**src/rtl/ex_pkg.sv**
```systemverilog
// ex_pkg: shared constants and helpers for the EX stage of the 16-bit core.
//   - datapath / immediate widths and multiplier iteration count
//   - opcode encoding (CTRL_ID / CTRL_EX)
//   - REG_EX field layout {wr_en, rd[4:0]}
//   - multiplier FSM state encoding
//   - sext(): sign-extend an immediate to the datapath width
package ex_pkg;

    localparam int DW      = 16;
    localparam int IMM_W   = 7;
    localparam int MUL_CYC = 16;
    localparam int CNT_W   = $clog2(MUL_CYC);

    localparam int OP_W       = 4;
    localparam int RD_W       = 5;
    localparam int REG_W      = RD_W + 1;
    localparam int REG_WE_BIT = RD_W;

    localparam logic [OP_W-1:0] OP_NOP  = 4'd0;
    localparam logic [OP_W-1:0] OP_ADD  = 4'd1;
    localparam logic [OP_W-1:0] OP_SUB  = 4'd2;
    localparam logic [OP_W-1:0] OP_AND  = 4'd3;
    localparam logic [OP_W-1:0] OP_OR   = 4'd4;
    localparam logic [OP_W-1:0] OP_XOR  = 4'd5;
    localparam logic [OP_W-1:0] OP_SLL  = 4'd6;
    localparam logic [OP_W-1:0] OP_SRL  = 4'd7;
    localparam logic [OP_W-1:0] OP_ADDI = 4'd8;
    localparam logic [OP_W-1:0] OP_LW   = 4'd9;
    localparam logic [OP_W-1:0] OP_SW   = 4'd10;
    localparam logic [OP_W-1:0] OP_BEQ  = 4'd11;
    localparam logic [OP_W-1:0] OP_BNE  = 4'd12;
    localparam logic [OP_W-1:0] OP_JAL  = 4'd13;
    localparam logic [OP_W-1:0] OP_MUL  = 4'd14;

    typedef enum logic [1:0] {
        MUL_IDLE = 2'd0,
        MUL_BUSY = 2'd1,
        MUL_DONE = 2'd2
    } mul_state_e;

    function automatic logic [DW-1:0] sext(input logic [IMM_W-1:0] imm);
        return {{(DW-IMM_W){imm[IMM_W-1]}}, imm};
    endfunction

endpackage

```
**src/rtl/ex_iter_mul.sv**
```systemverilog
// ex_iter_mul: iterative shift-add multiplier, one partial product per cycle.
//   clk, reset : rising-edge clock, synchronous active-high reset
//   start      : accept operands a/b and tag (only honoured in IDLE)
//   a, b       : multiplicand / multiplier
//   tag_in     : destination descriptor carried alongside the operation
//   busy       : iterating (upstream must stall)
//   done       : one cycle, product/tag valid
//   product    : low DW bits of a*b
//   tag        : tag latched at start
// The start edge already folds in partial product 0 from the live operands,
// so BUSY covers iterations 1..MUL_CYC-1 and the unit is occupied for
// MUL_CYC+1 cycles counting the presentation cycle and DONE.
module ex_iter_mul
    import ex_pkg::*;
(
    input  logic             clk,
    input  logic             reset,
    input  logic             start,
    input  logic [DW-1:0]    a,
    input  logic [DW-1:0]    b,
    input  logic [REG_W-1:0] tag_in,
    output logic             busy,
    output logic             done,
    output logic [DW-1:0]    product,
    output logic [REG_W-1:0] tag
);

    mul_state_e       state, state_nxt;
    logic [CNT_W-1:0] cnt;
    logic [DW-1:0]    acc, mcand, mplier;

    always_ff @(posedge clk) begin
        if (reset) state <= MUL_IDLE;
        else       state <= state_nxt;
    end

    always_comb begin
        state_nxt = state;
        case (state)
            MUL_IDLE: if (start) state_nxt = MUL_BUSY;
            MUL_BUSY: if (cnt == CNT_W'(MUL_CYC-1)) state_nxt = MUL_DONE;
            MUL_DONE: state_nxt = MUL_IDLE;
            default:  state_nxt = MUL_IDLE;
        endcase
    end

    assign busy    = (state == MUL_BUSY);
    assign done    = (state == MUL_DONE);
    assign product = acc;

    // cnt names the multiplier bit consumed on the coming edge.
    always_ff @(posedge clk) begin
        if (reset) begin
            cnt    <= '0;
            acc    <= '0;
            mcand  <= '0;
            mplier <= '0;
            tag    <= '0;
        end else if (state == MUL_IDLE && start) begin
            acc    <= b[0] ? a : '0;
            mcand  <= a << 1;
            mplier <= b >> 1;
            cnt    <= CNT_W'(1);
            tag    <= tag_in;
        end else if (busy) begin
            acc    <= acc + (mplier[0] ? mcand : '0);
            mcand  <= mcand << 1;
            mplier <= mplier >> 1;
            cnt    <= cnt + CNT_W'(1);
        end
    end

endmodule

```
**src/rtl/execute_stage.sv**
```systemverilog
// execute_stage: EX stage of the 5-stage 16-bit core.
//   Computes ALU / address / link results, resolves branches against the
//   IF prediction and registers everything into the EX/MA outputs.
// Ports:
//   clk, reset          clock, synchronous active-high reset
//   NPC_ID ..BRANCH_PRED_ID  ID pipeline registers (operands, rd, imm, opcode, prediction)
//   RES_EX, STORE_DATA_EX    result / address, store data
//   REG_EX, CTRL_EX          {wr_en, rd}, forwarded opcode
//   TARGET, TARGET_EN        redirect PC and its 1-cycle strobe
//   MISPRED                  1-cycle flush pulse for IF/ID
//   STALL_EX                 upstream hold while the multiplier owns EX
// Configuration: define EX_MUL_EN to build the iterative multiplier (opcode 14).
//   Without it opcode 14 behaves as NOP and STALL_EX is tied low.
module execute_stage
    import ex_pkg::*;
(
    input  logic             clk,
    input  logic             reset,
    input  logic [DW-1:0]    NPC_ID,
    input  logic [DW-1:0]    REG1_DATA_ID,
    input  logic [DW-1:0]    REG2_DATA_ID,
    input  logic [RD_W-1:0]  DEST_REG_INDEX_ID,
    input  logic [IMM_W-1:0] IMMEDIATE_ID,
    input  logic [OP_W-1:0]  CTRL_ID,
    input  logic             BRANCH_PRED_ID,
    output logic [DW-1:0]    RES_EX,
    output logic [DW-1:0]    STORE_DATA_EX,
    output logic [REG_W-1:0] REG_EX,
    output logic [OP_W-1:0]  CTRL_EX,
    output logic [DW-1:0]    TARGET,
    output logic             TARGET_EN,
    output logic             MISPRED,
    output logic             STALL_EX
);

    logic [DW-1:0]    imm, tgt;
    logic [DW-1:0]    res_nxt;
    logic [OP_W-1:0]  ctrl_nxt;
    logic [REG_W-1:0] reg_nxt;
    logic             wr_nxt, is_br, taken, squash;

    logic             mul_start, mul_busy, mul_done;
    logic [DW-1:0]    mul_product;
    logic [REG_W-1:0] mul_tag;

    // The instruction following a registered mispredict is wrong-path.
    assign squash = MISPRED;
    assign imm    = sext(IMMEDIATE_ID);
    assign tgt    = NPC_ID + imm;

    always_comb begin
        res_nxt  = '0;
        wr_nxt   = 1'b0;
        ctrl_nxt = CTRL_ID;
        is_br    = 1'b0;
        taken    = 1'b0;
        case (CTRL_ID)
            OP_ADD:  begin res_nxt = REG1_DATA_ID + REG2_DATA_ID;       wr_nxt = 1'b1; end
            OP_SUB:  begin res_nxt = REG1_DATA_ID - REG2_DATA_ID;       wr_nxt = 1'b1; end
            OP_AND:  begin res_nxt = REG1_DATA_ID & REG2_DATA_ID;       wr_nxt = 1'b1; end
            OP_OR:   begin res_nxt = REG1_DATA_ID | REG2_DATA_ID;       wr_nxt = 1'b1; end
            OP_XOR:  begin res_nxt = REG1_DATA_ID ^ REG2_DATA_ID;       wr_nxt = 1'b1; end
            OP_SLL:  begin res_nxt = REG1_DATA_ID << REG2_DATA_ID[3:0]; wr_nxt = 1'b1; end
            OP_SRL:  begin res_nxt = REG1_DATA_ID >> REG2_DATA_ID[3:0]; wr_nxt = 1'b1; end
            OP_ADDI: begin res_nxt = REG1_DATA_ID + imm;                wr_nxt = 1'b1; end
            OP_LW:   begin res_nxt = REG1_DATA_ID + imm;                wr_nxt = 1'b1; end
            OP_SW:   res_nxt = REG1_DATA_ID + imm;
            OP_BEQ:  begin is_br = 1'b1; taken = (REG1_DATA_ID == REG2_DATA_ID); end
            OP_BNE:  begin is_br = 1'b1; taken = (REG1_DATA_ID != REG2_DATA_ID); end
            OP_JAL:  begin is_br = 1'b1; taken = 1'b1; res_nxt = NPC_ID; wr_nxt = 1'b1; end
            // NOP, reserved, and MUL (which only reaches here when not built
            // or via the multiplier path) all leave a clean bubble.
            default: ctrl_nxt = OP_NOP;
        endcase
        if (ctrl_nxt == OP_NOP) reg_nxt = '0;
        else                    reg_nxt = {wr_nxt && (DEST_REG_INDEX_ID != '0), DEST_REG_INDEX_ID};
    end

`ifdef EX_MUL_EN
    // Start only from idle: in DONE the finished MUL is still presented.
    assign mul_start = !mul_busy && !mul_done && !squash && (CTRL_ID == OP_MUL);

    ex_iter_mul u_mul (
        .clk     (clk),
        .reset   (reset),
        .start   (mul_start),
        .a       (REG1_DATA_ID),
        .b       (REG2_DATA_ID),
        .tag_in  ({DEST_REG_INDEX_ID != '0, DEST_REG_INDEX_ID}),
        .busy    (mul_busy),
        .done    (mul_done),
        .product (mul_product),
        .tag     (mul_tag)
    );
`else
    assign mul_start   = 1'b0;
    assign mul_busy    = 1'b0;
    assign mul_done    = 1'b0;
    assign mul_product = '0;
    assign mul_tag     = '0;
`endif

    assign STALL_EX = mul_start | mul_busy;

    always_ff @(posedge clk) begin
        if (reset) begin
            RES_EX        <= '0;
            STORE_DATA_EX <= '0;
            REG_EX        <= '0;
            CTRL_EX       <= OP_NOP;
            TARGET        <= '0;
            TARGET_EN     <= 1'b0;
            MISPRED       <= 1'b0;
        end else begin
            TARGET_EN <= 1'b0;
            MISPRED   <= 1'b0;
            if (mul_done) begin
                RES_EX        <= mul_product;
                STORE_DATA_EX <= '0;
                REG_EX        <= mul_tag;
                CTRL_EX       <= OP_MUL;
            end else if (squash || STALL_EX) begin
                RES_EX        <= '0;
                STORE_DATA_EX <= '0;
                REG_EX        <= '0;
                CTRL_EX       <= OP_NOP;
            end else begin
                RES_EX        <= res_nxt;
                STORE_DATA_EX <= (CTRL_ID == OP_SW) ? REG2_DATA_ID : '0;
                REG_EX        <= reg_nxt;
                CTRL_EX       <= ctrl_nxt;
                if (is_br && (taken != BRANCH_PRED_ID)) begin
                    MISPRED   <= 1'b1;
                    TARGET_EN <= 1'b1;
                    TARGET    <= taken ? tgt : NPC_ID;
                end
            end
        end
    end

endmodule

```
**config.mk**
```make
export PLATFORM = sky130hd
export DESIGN_NAME = execute_stage
export DESIGN_NICKNAME = d
export VERILOG_FILES = /design/src/rtl/ex_pkg.sv /design/src/rtl/ex_iter_mul.sv /design/src/rtl/execute_stage.sv
export SDC_FILE = /design/constraint.sdc
export NUM_CORES = 1
export LEC_CHECK = 0
export ABC_AREA = 1
export CORE_MARGIN = 3
export CORE_UTILIZATION = 50
export CTS_CLUSTER_SIZE = 28
export DETAILED_ROUTE_END_ITERATION = 8
export PLACE_DENSITY = 0.79
export SETUP_SLACK_MARGIN = 0.15
export SYNTH_ARGS = -nofsm -noshare
export SYNTH_HDL_FRONTEND = slang
export SYNTH_SLANG_ARGS = --single-unit
```
**constraint.sdc**
```tcl
create_clock -name clk -period 2.9 [get_ports clk]
set_input_delay 0.58 -clock clk [delete_from_list [all_inputs] [get_ports clk]]
set_output_delay 0.58 -clock clk [all_outputs]
set_load 0.01 [all_outputs]
```
# Word level (Yosys, flattened, before mapping)
# Index checks and enable logic that the tools add are counted.
# W data, S select, Z words.
# totals
ff_bits	59
input_bits	67
output_inout_bits	61
word_cells	52
# classes
n_addsub	4
n_eq_ne	16
shift	2
n_mux	7
bitwise_logic	5
reduce_logical	12
# ops
op	n
$pmux W16 S9	1
$add A16 B16 Y16	3
$eq A4 B4 Y1 const B	6
$and A16 B16 Y16	1
$eq A16 B16 Y1	1
$eq A4 B3 Y1 const B	4
$mux W16	1
$ne A16 B16 Y1	1
$or A16 B16 Y16	1
$shl A16 B4 Y16	1
$shr A16 B4 Y16	1
$sub A16 B16 Y16	1
$xor A16 B16 Y16	1
$reduce_or A13 Y1	1
$reduce_or A3 Y1	4
$reduce_or A10 Y1	1
$eq A4 B2 Y1 const B	2
$reduce_bool A5 Y1	1
$eq A4 B1 Y1 const B	1
$logic_not A4 Y1	1
$mux W4	1
$mux W1	3
$pmux W1 S3	1
$logic_and A1 B1 Y1	2
4 further kinds	5

# Depth between registers and ports, before layout
# Gate-level depths: netlist of the first run.
# depth
depth_word	5
depth_mapped	21
depth_no_buf	19

# Least setup slack after synthesis of the first run
# No wires, ideal clock.
# synth_timing
path_type	input port to flip-flop
from	input CTRL_ID[2]
to	register RES_EX[8]
setup_time_ns	0.057
arrival_ns	3.094
required_ns	2.843
path_slack_ns	-0.250
stages	19
path_buffers	3
cell_sequence	buf_4 -> inv_1 -> nand2_1 -> nor2_1 -> clkbuf_1 -> clkbuf_1 -> nand2_1 -> o21ai_0 -> ha_1 -> inv_1 -> fa_1 -> o21ai_0 -> nand3_1 -> nand2_1 -> xor2_1 -> nand2_1 -> nand3_1 -> nand2_1 -> inv_1
# synth_via
elab_chain_cells	3
elab_cells_between_ends	13
cone_classes	eq/ne: 11; mux: 1; reduce/logical: 1
# synth_lines
item	line	text
start, declared	execute_stage.sv:24	input logic [OP_W-1:0] CTRL_ID,
$eq A4 B4 Y1	execute_stage.sv:57	case (CTRL_ID)
$reduce_or A3 Y1 (no line)	--	
$pmux W16 S9 *	execute_stage.sv:57	
end signal, assigned	execute_stage.sv:118	RES_EX <= mul_product;
end signal, assigned	execute_stage.sv:128	RES_EX <= res_nxt;
end, declared	execute_stage.sv:26	output logic [DW-1:0] RES_EX,
# Mark *: on every way between the ends. The rest lies on a longest branch, timed or not.
# A chain may end at the register's enable or synchronous reset.

# Worst setup path after layout of the first run
# layout_timing
from	input REG1_DATA_ID[9]
to	register TARGET[3]
# layout_via
elab_chain_cells	5
elab_cells_between_ends	7
cone_classes	eq/ne: 3; mux: 2; reduce/logical: 2
# layout_lines
item	line	text
start, declared	execute_stage.sv:20	input logic [DW-1:0] REG1_DATA_ID,
$ne A16 B16 Y1 / $eq A16 B16 Y1 (equally long branches)	execute_stage.sv:69, execute_stage.sv:68	
$pmux W1 S3 *	execute_stage.sv:57	
$ne A1 B1 Y1	execute_stage.sv:132	if (is_br && (taken != BRANCH_PRED_ID)) begin
$logic_and A1 B1 Y1	execute_stage.sv:132	
$reduce_and A2 Y1 (no line)	--	
end signal, assigned	execute_stage.sv:135	TARGET <= taken ? tgt : NPC_ID;
end, declared	execute_stage.sv:30	output logic [DW-1:0] TARGET,
# Marked as above.

==> results of run 1 <==
tightest hold or removal path: cells and delay by family (launching register included):
family	cells	cell delay, ps
AO/OA/AOI/OAI	1	60
flip-flops	1	310
AND/OR/NAND/NOR	1	60
cell type report:
type | instances | area, sq um
multi-input combinational | 1017 | 5560
fill | 1237 | 3780
timing repair buffer | 308 | 2720
sequential | 59 | 1180
inverter | 205 | 769
clock buffer | 10 | 239
tap | 184 | 230
clock inverter | 6 | 111
metrics by stage:
stage,hold slack (ps),util
finish,486,0.741
CTS,481,0.726
global route,499,0.741
floorplan,482,-
detailed placement,464,0.692
global placement,457,0.692
cells in the final DEF (no fill, tap or decap), types with 8 or more instances in the layout:
cell and count:
nor2_2 9, nand2_1 412, a21oi_1 51, nor2_1 126, inv_2 13, or2_2 8
nand3_1 127, dfxtp_1 59, buf_4 174, nand2_2 21, o21ai_0 65, ha_1 71
clkdlybuf4s50_1 115, clkbuf_16 9, a21oi_2 14, nand4_1 18, inv_1 192
power groups by stage:
stage               Sequential (uW)  Combinational (uW)  Clock [uW]
floorplan                       907                 814           0
global placement                887                1540           0
detailed placement              888                1560           0
CTS                             871                1610        1290
global route                    874                1830        1330
finish                          872                1690        1300
layer usage:
metal / part of all wire / track usage
met1: 0.39 / 0.494
met2: 0.44 / 0.616
met5: 0.00039 / 0
met4: 0.066 / 0.219
met3: 0.11 / 0.0722
state kept, by name, indices dropped and copies added, names as in the netlist:
| signal | count |
|---|---|
| MISPRED | 1 |
| CTRL_EX | 4 |
| RES_EX | 16 |
| TARGET | 16 |
| REG_EX | 6 |
| STORE_DATA_EX | 16 |
worst paths after layout:
check	from	end	slack, ps	cells past startpoint
max	REG1_DATA_ID[9]	TARGET[3]$_SDFFE_PP0P_	100	14
min	TARGET[13]$_SDFFE_PP0P_	TARGET[13]$_SDFFE_PP0P_	490	2
max reg2reg	MISPRED$_SDFF_PP0_	REG_EX[5]$_SDFF_PP0_	1460	5
min reg2reg	TARGET[13]$_SDFFE_PP0P_	TARGET[13]$_SDFFE_PP0P_	490	2
kinds of logic after synthesis:
group,Yosys count,share of synthesized area
AO/OA/AOI/OAI,169,0.128
XOR/XNOR,9,0.0105
adder cells (fa/ha/maj),84,0.143
buffers and inverters,243,0.129
flip-flops,59,0.158
multiplexers,1,0.00134
other,1,0.000501
AND/OR/NAND/NOR,752,0.430
what timing repair did:
action	in CTS	in global routing
setup endpoints to repair	19	28
gates resized for setup	31	43
cloned	1	1
setup buffers	7	7
hold buffers	0	0
pin swaps	10	15
==> impl_metrics.json, run 1 <==
{
  "gp_congestion": 1.10,
  "syn_area_sq_um": 7490,
  "place_inst": 1757,
  "fin_skew_ps": 8.31,
  "crit_family": "simple AND/OR/NAND/NOR gates",
  "cts_buffers": 9,
  "tritoncts": "done",
  "finalHoldViolCount": 0,
  "antenna_found_initial": 1,
  "slew_headroom": 0.644,
  "combinationalPowerShare": 0.438,
  "path_cells": "clkdlybuf4s50_1 -> inv_1 -> ha_1 -> nor2_4 -> nand2_2 -> nor2_4 -> nand2_1 -> nand2_2 -> nand3_4 -> buf_4 -> o21ai_0 -> nand2_1 -> nand2_1 -> nor2_1",
  "ys_types": 44,
  "worstPathMaxFanout": 6,
  "yosys_most_used_dff": "dfxtp_1",
  "period_minus_slack_ps": 2800,
  "clockRootBuffer": "clkbuf_16",
  "syn_area_per_cell_sq_um": 5.68,
  "setup_slack_ps": 96.0,
  "swShare": 0.365,
  "dr.pass1.iters": 6,
  "htreeDepth": 3,
  "cts.sinks": 59,
  "clk_path_buf_depth": 2,
  "seqPwrFrac": 0.226,
  "cp_data_required_time_ps": 3140,
  "ys_seq_area_frac": 0.158,
  "grt_usage": 0.388,
  "place_ws_ps": -562,
  "design_power_total_uw": 3860,
  "drt_iter0_markers": 969,
  "worst_pin_slew_ps": 534,
  "dpl_cell_area_sq_um": 10100,
  "clkTransAtPathRegs_ps": 50,
  "cp_data_arrival_time_ps": 3040,
  "syn-num-nets": 1469,
  "p_per_area_nw_per_um2": 357,
  "p_switching_uw": 1410,
  "coreArea_sq_um": 14600,
  "totalWireLength_microns": 33100,
  "status": "completed",
  "synthArstFlopShare": 0,
  "crit_slowest_cell": "clkdlybuf4s50_1",
  "drc": 0,
  "synth_top_area_share": 0.210,
  "diodes": 0,
  "hold_path_class": "reg2reg",
  "cap_viol_max_count": 0,
  "crit_buf_inv": 3,
  "drive_gt1_frac": 0.186,
  "crit_path_end_kind": "flip-flop",
  "num_vias": 9941,
  "placementRows": 44,
  "nNetsFinal": 1751,
  "yosysMostFrequentCell": "nand2_1",
  "cpMostUsedCell": "nand2_1",
  "rsz0062_at_grt": "no",
  "synthCells": 1318,
  "grt_pass1_wl_microns": 49200,
  "ys_ff_latch": 59,
  "insertion_delay_ps": 350,
  "critPathLaunchType": "input pin",
  "synth_edf_count": 0,
  "synth_area_leader_cell": "nand2_1",
  "synth_area_leaders": "nand2_1 21%, dfxtp_1 16%, ha_1 14%",
  "antenna_left": 0,
  "synth_commonest_cells": "420 x nand2_1, 198 x inv_1, 133 x nor2_1, 128 x nand3_1, 81 x ha_1",
  "vdd.ir_drop.worst_mv": 0.263,
  "drv_slew": 0,
  "grt_max_degree": 38,
  "ioPinCount": 128,
  "final_cell_count_no_fill": 1789,
  "area_growth_pct": 44.3,
  "fin_tns_setup_ps": 0,
  "max_freq_mhz": 357,
  "vias_per_cell": 5.56,
  "final_area_sq_um": 10800,
  "dieArea_sq_um": 16500,
  "routed_wire_length_per_instance_microns": 18.5,
  "die_w_microns": 128,
  "max_stage_delay_ps": 470,
  "initial_utilization": 0.513,
  "power.internal_uw": 2450,
  "cellLeakagePower_uw": 0.00576,
  "clkPwrFrac": 0.336,
  "setup_viol_count_final": 0,
  "die_h_microns": 128,
  "grt_pass1_vias": 9269,
  "period_share": 0.967,
  "io_buffers": 126,
  "criticalPathCategory": "in2reg",
  "ys_warn_count": 0,
  "grt_overflow_total": 0,
  "dp_hpwl_microns": 26500
}
Note: power is estimated with default switching activity, not from simulation.
==> run 2: changes to the inputs <==
Settings changed: SETUP_SLACK_MARGIN 0.15 to unset.
==> impl_metrics.json, run 2 (synthesis gave the netlist of run 1 again) <==
{
  "num_vias": 9720,
  "grt_overflow_total": 0,
  "final_area_sq_um": 10600,
  "most-common-layout-cells": "405 x nand2_1, 196 x inv_1, 147 x buf_4",
  "clockRootBuffer": "clkbuf_16",
  "die_h_microns": 128,
  "hold_path_depth": 2,
  "antenna_found_initial": 0,
  "drv_slew": 0,
  "dp_hpwl_microns": 25900,
  "dr.pass1.iters": 5,
  "clkTransAtPathRegs_ps": 60,
  "p_switching_uw": 1410,
  "fin_skew_ps": 4.03,
  "period_share": 0.937,
  "io_buffers": 126,
  "totalWireLength_microns": 31700,
  "criticalPathCategory": "in2reg",
  "rsz0062_at_grt": "no",
  "setup_slack_ps": 182,
  "die_w_microns": 128,
  "diodes": 0,
  "cts_buffers": 9,
  "worst_r2r_path_depth": 5,
  "power.internal_uw": 2250,
  "place_inst": 1739,
  "cp_data_required_time_ps": 3180,
  "cap_viol_max_count": 0,
  "combinationalPowerShare": 0.458,
  "initial_utilization": 0.513,
  "grt_pass1_wl_microns": 47100,
  "seqPwrFrac": 0.239,
  "top_regs": "RES_EX (16), STORE_DATA_EX (16), TARGET (16)",
  "drc": 0,
  "dpl_cell_area_sq_um": 9980,
  "area_growth_pct": 41.4,
  "finalHoldViolCount": 0,
  "final_common_cell": "nand2_1",
  "p_per_area_nw_per_um2": 346,
  "nNetsFinal": 1722,
  "critPathLaunchType": "input pin",
  "clk_path_buf_depth": 2,
  "vdd.ir_drop.worst_mv": 0.280,
  "crit_path_end_kind": "flip-flop",
  "drt_iter0_markers": 1011,
  "grt_max_degree": 37,
  "placementRows": 44,
  "cts.sinks": 59,
  "drive_gt1_frac": 0.175,
  "insertion_delay_ps": 340,
  "gp_congestion": 1.06,
  "cp_data_arrival_time_ps": 3000,
  "swShare": 0.385,
  "cellLeakagePower_uw": 0.00557,
  "setup_viol_count_final": 0,
  "hold_path_class": "reg2reg",
  "period_minus_slack_ps": 2720,
  "vias_per_cell": 5.52,
  "ioPinCount": 128,
  "routed_wire_length_per_instance_microns": 18.0,
  "place_ws_ps": -608,
  "max_freq_mhz": 368,
  "coreArea_sq_um": 14600,
  "grt_usage": 0.372,
  "tritoncts": "done",
  "status": "completed",
  "antenna_left": 0,
  "worstPathMaxFanout": 5,
  "htreeDepth": 3,
  "fill_cells": 1313,
  "dieArea_sq_um": 16500,
  "final_cell_count_no_fill": 1760,
  "grt_pass1_vias": 8880,
  "clkPwrFrac": 0.303
}
-- run 2: per-stage QoR --
step	power, uW	hold WS, ps	util	TNS (ps)
after floorplan	1720	482	-	0
after global placement	2410	464	0.684	-5800
after detailed placement	2430	454	0.684	-7060
after CTS	3540	462	0.709	-5.65
after global routing	3840	494	0.726	0
final	3660	463	0.726	0
-- run 2: worst paths after layout --
check / to / from / slack [ps]
setup / recovery: RES_EX[13]$_SDFF_PP0_ / REG2_DATA_ID[8] / 180
hold / removal: TARGET[13]$_SDFFE_PP0P_ / TARGET[13]$_SDFFE_PP0P_ / 460
setup reg to reg: REG_EX[5]$_SDFF_PP0_ / MISPRED$_SDFF_PP0_ / 1460
hold reg to reg: TARGET[13]$_SDFFE_PP0P_ / TARGET[13]$_SDFFE_PP0P_ / 460
-- run 2: area by class of cell --
cell class	count	area, sq um	share of cell area
Timing Repair Buffer	280	2510	0.237
Clock inverter	5	52.6	0.00496
Multi-Input combinational cell	1016	5610	0.530
Sequential cell	59	1180	0.112
Inverter	205	769	0.0727
Clock buffer	11	243	0.0229
Tap cell	184	230	0.0217
-- run 2: per-layer routing --
layer | GRT usage | part of all wire
met5 | 0 | 0
met4 | 0.168 | 0.056
met3 | 0.103 | 0.12
met2 | 0.602 | 0.44
met1 | 0.461 | 0.39
-- run 2: what timing repair did --
action | 4_1_cts | 5_1_grt
hold buffers | 0 | 0
buffers inserted | 2 | 3
resized for setup | 17 | 69
setup endpoints to repair | 14 | 14
pin swaps | 7 | 17
-- run 2: critical path, stage by stage --
cell and delay (ps):
clkdlybuf4s50_1 580, inv_1 100, ha_1 360, buf_4 170
nor2_1 70, buf_4 130, a21oi_1 260, nor2_1 70
nor2_1 120, a21oi_1 80, nor2_1 270, nor2_1 90
nor2_1 80
-- run 2: power groups by stage --
stage                     clock (uW)  sequential (uW)  combinational, uW
after CTS                       1110              876               1560
after global routing            1140              877               1820
after floorplan                    0              907                812
final                           1110              876               1680
after detailed placement           0              893               1540
after global placement             0              892               1520
==> run 3: changes to the inputs <==
Settings changed: CORE_MARGIN 3 to 2.
==> impl_metrics.json, run 3 (synthesis gave the netlist of run 1 again) <==
{
  "p_per_area_nw_per_um2": 345,
  "drv_slew": 0,
  "ioPinCount": 128,
  "clk_path_buf_depth": 2,
  "combinationalPowerShare": 0.455,
  "dieArea_sq_um": 16000,
  "cts.sinks": 59,
  "num_vias": 9783,
  "diodes": 0,
  "htreeDepth": 3,
  "max_freq_mhz": 368,
  "rsz0062_at_grt": "no",
  "dp_hpwl_microns": 26300,
  "clockRootBuffer": "clkbuf_16",
  "worstPathMaxFanout": 4,
  "initial_utilization": 0.513,
  "setup_viol_count_final": 0,
  "most-common-layout-cells": "413 x nand2_1, 195 x inv_1, 152 x buf_4",
  "fin_skew_ps": 10.1,
  "cap_viol_max_count": 0,
  "status": "completed",
  "critPathLaunchType": "input pin",
  "hold_path_class": "reg2reg",
  "power.internal_uw": 2250,
  "grt_usage": 0.395,
  "finalHoldViolCount": 0,
  "io_buffers": 126,
  "die_h_microns": 126,
  "cts.hold.buffers_added": 0,
  "clkTransAtPathRegs_ps": 60,
  "clkPwrFrac": 0.305,
  "grt_max_degree": 38,
  "cp_data_arrival_time_ps": 2940,
  "die_w_microns": 126,
  "grt_overflow_total": 0,
  "coreArea_sq_um": 14600,
  "drt_iter0_markers": 947,
  "cp_data_required_time_ps": 3120,
  "crit_path_end_kind": "flip-flop",
  "nNetsFinal": 1727,
  "area_growth_pct": 40.8,
  "top_regs": "RES_EX (16), STORE_DATA_EX (16), TARGET (16)",
  "gp_congestion": 1.06,
  "fill_cells": 1299,
  "period_share": 0.938,
  "antenna_found_initial": 0,
  "antenna_left": 0,
  "vdd.ir_drop.worst_mv": 0.264,
  "design_power_total_uw": 3640,
  "totalWireLength_microns": 32300,
  "p_switching_uw": 1380,
  "criticalPathCategory": "in2reg",
  "routed_wire_length_per_instance_microns": 18.3,
  "final_area_sq_um": 10500,
  "placementRows": 44,
  "vias_per_cell": 5.54,
  "seqPwrFrac": 0.240,
  "swShare": 0.381,
  "dr.pass1.iters": 5,
  "tritoncts": "done",
  "dpl_cell_area_sq_um": 10000,
  "period_minus_slack_ps": 2720,
  "drive_gt1_frac": 0.168,
  "final_common_cell": "nand2_1",
  "postLayoutCoreUtil": 0.723,
  "grt_pass1_vias": 9037,
  "insertion_delay_ps": 340,
  "cts_buffers": 9,
  "drc": 0,
  "cellLeakagePower_uw": 0.00558,
  "grt_pass1_wl_microns": 48700
}
[run 3: worst paths after layout]
kind                                 from                       to  slack [ps]  cells past startpoint
hold reg to reg   TARGET[13]$_SDFFE_PP0P_  TARGET[13]$_SDFFE_PP0P_         470                      2
hold / removal    TARGET[13]$_SDFFE_PP0P_  TARGET[13]$_SDFFE_PP0P_         470                      2
setup reg to reg       MISPRED$_SDFF_PP0_     REG_EX[5]$_SDFF_PP0_        1470                      5
setup / recovery          REG1_DATA_ID[0]    RES_EX[10]$_SDFF_PP0_         180                     18
[run 3: cell type report]
cell class	instances	area (sq um)	area share
multi-input combinational	1016	5530	0.524
clock buffer	10	239	0.0227
timing repair buffer	285	2530	0.240
inverter	205	769	0.0730
sequential	59	1180	0.112
tap	184	230	0.0218
clock inverter	6	63.8	0.00605
[run 3: per-stage QoR]
step           setup slack, ps  TNS [ps]  std cells  hold slack (ps)
5_1_grt                   8.56         0       1765              489
3_3_place_gp              -520     -5740       1745              462
3_5_place_dp              -564     -6610       1745              461
4_1_cts                   14.8         0       1762              475
2_1_floorplan             15.3         0       1318              482
6_report                   181         0       1765              474
[run 3: critical path, stage by stage]
cell and delay (ps):
clkdlybuf4s50_1 490, inv_1 100, ha_1 250, fa_1 400, inv_1 100, nand2_1 90
nand2_1 70, nand2_1 40, nand2_1 180, nand2_1 110, nand2_1 90, nand2_1 50
nand2_1 100, nand2_1 60, nand2_1 50, nor2_1 50, nor2_1 90, nor2_1 40
[run 3: repair_timing]
item                                    in CTS  in global routing
endpoints found under the setup margin      14                 14
gates cloned                                 0                  1
setup buffers                                1                  2
gates resized for setup                      8                 51
pin swaps                                    3                 12
[run 3: metal layers]
metal / part of all wire / wire, microns / vias up / GRT usage
met5: 0 / 0 / - / 0
met4: 0.048 / 1550 / 0 / 0.169
met3: 0.099 / 3200 / 104 / 0.0582
met2: 0.46 / 14800 / 535 / 0.647
met1: 0.40 / 12800 / 4457 / 0.518
li1: - / - / 4687 / -
[run 3: power by group through the flow]
stage	combinational (uW)	clock, uW	sequential, uW
2_1_floorplan	812	0	907
3_3_place_gp	1530	0	889
3_5_place_dp	1540	0	889
4_1_cts	1560	1100	872
5_1_grt	1800	1150	875
6_report	1660	1110	873
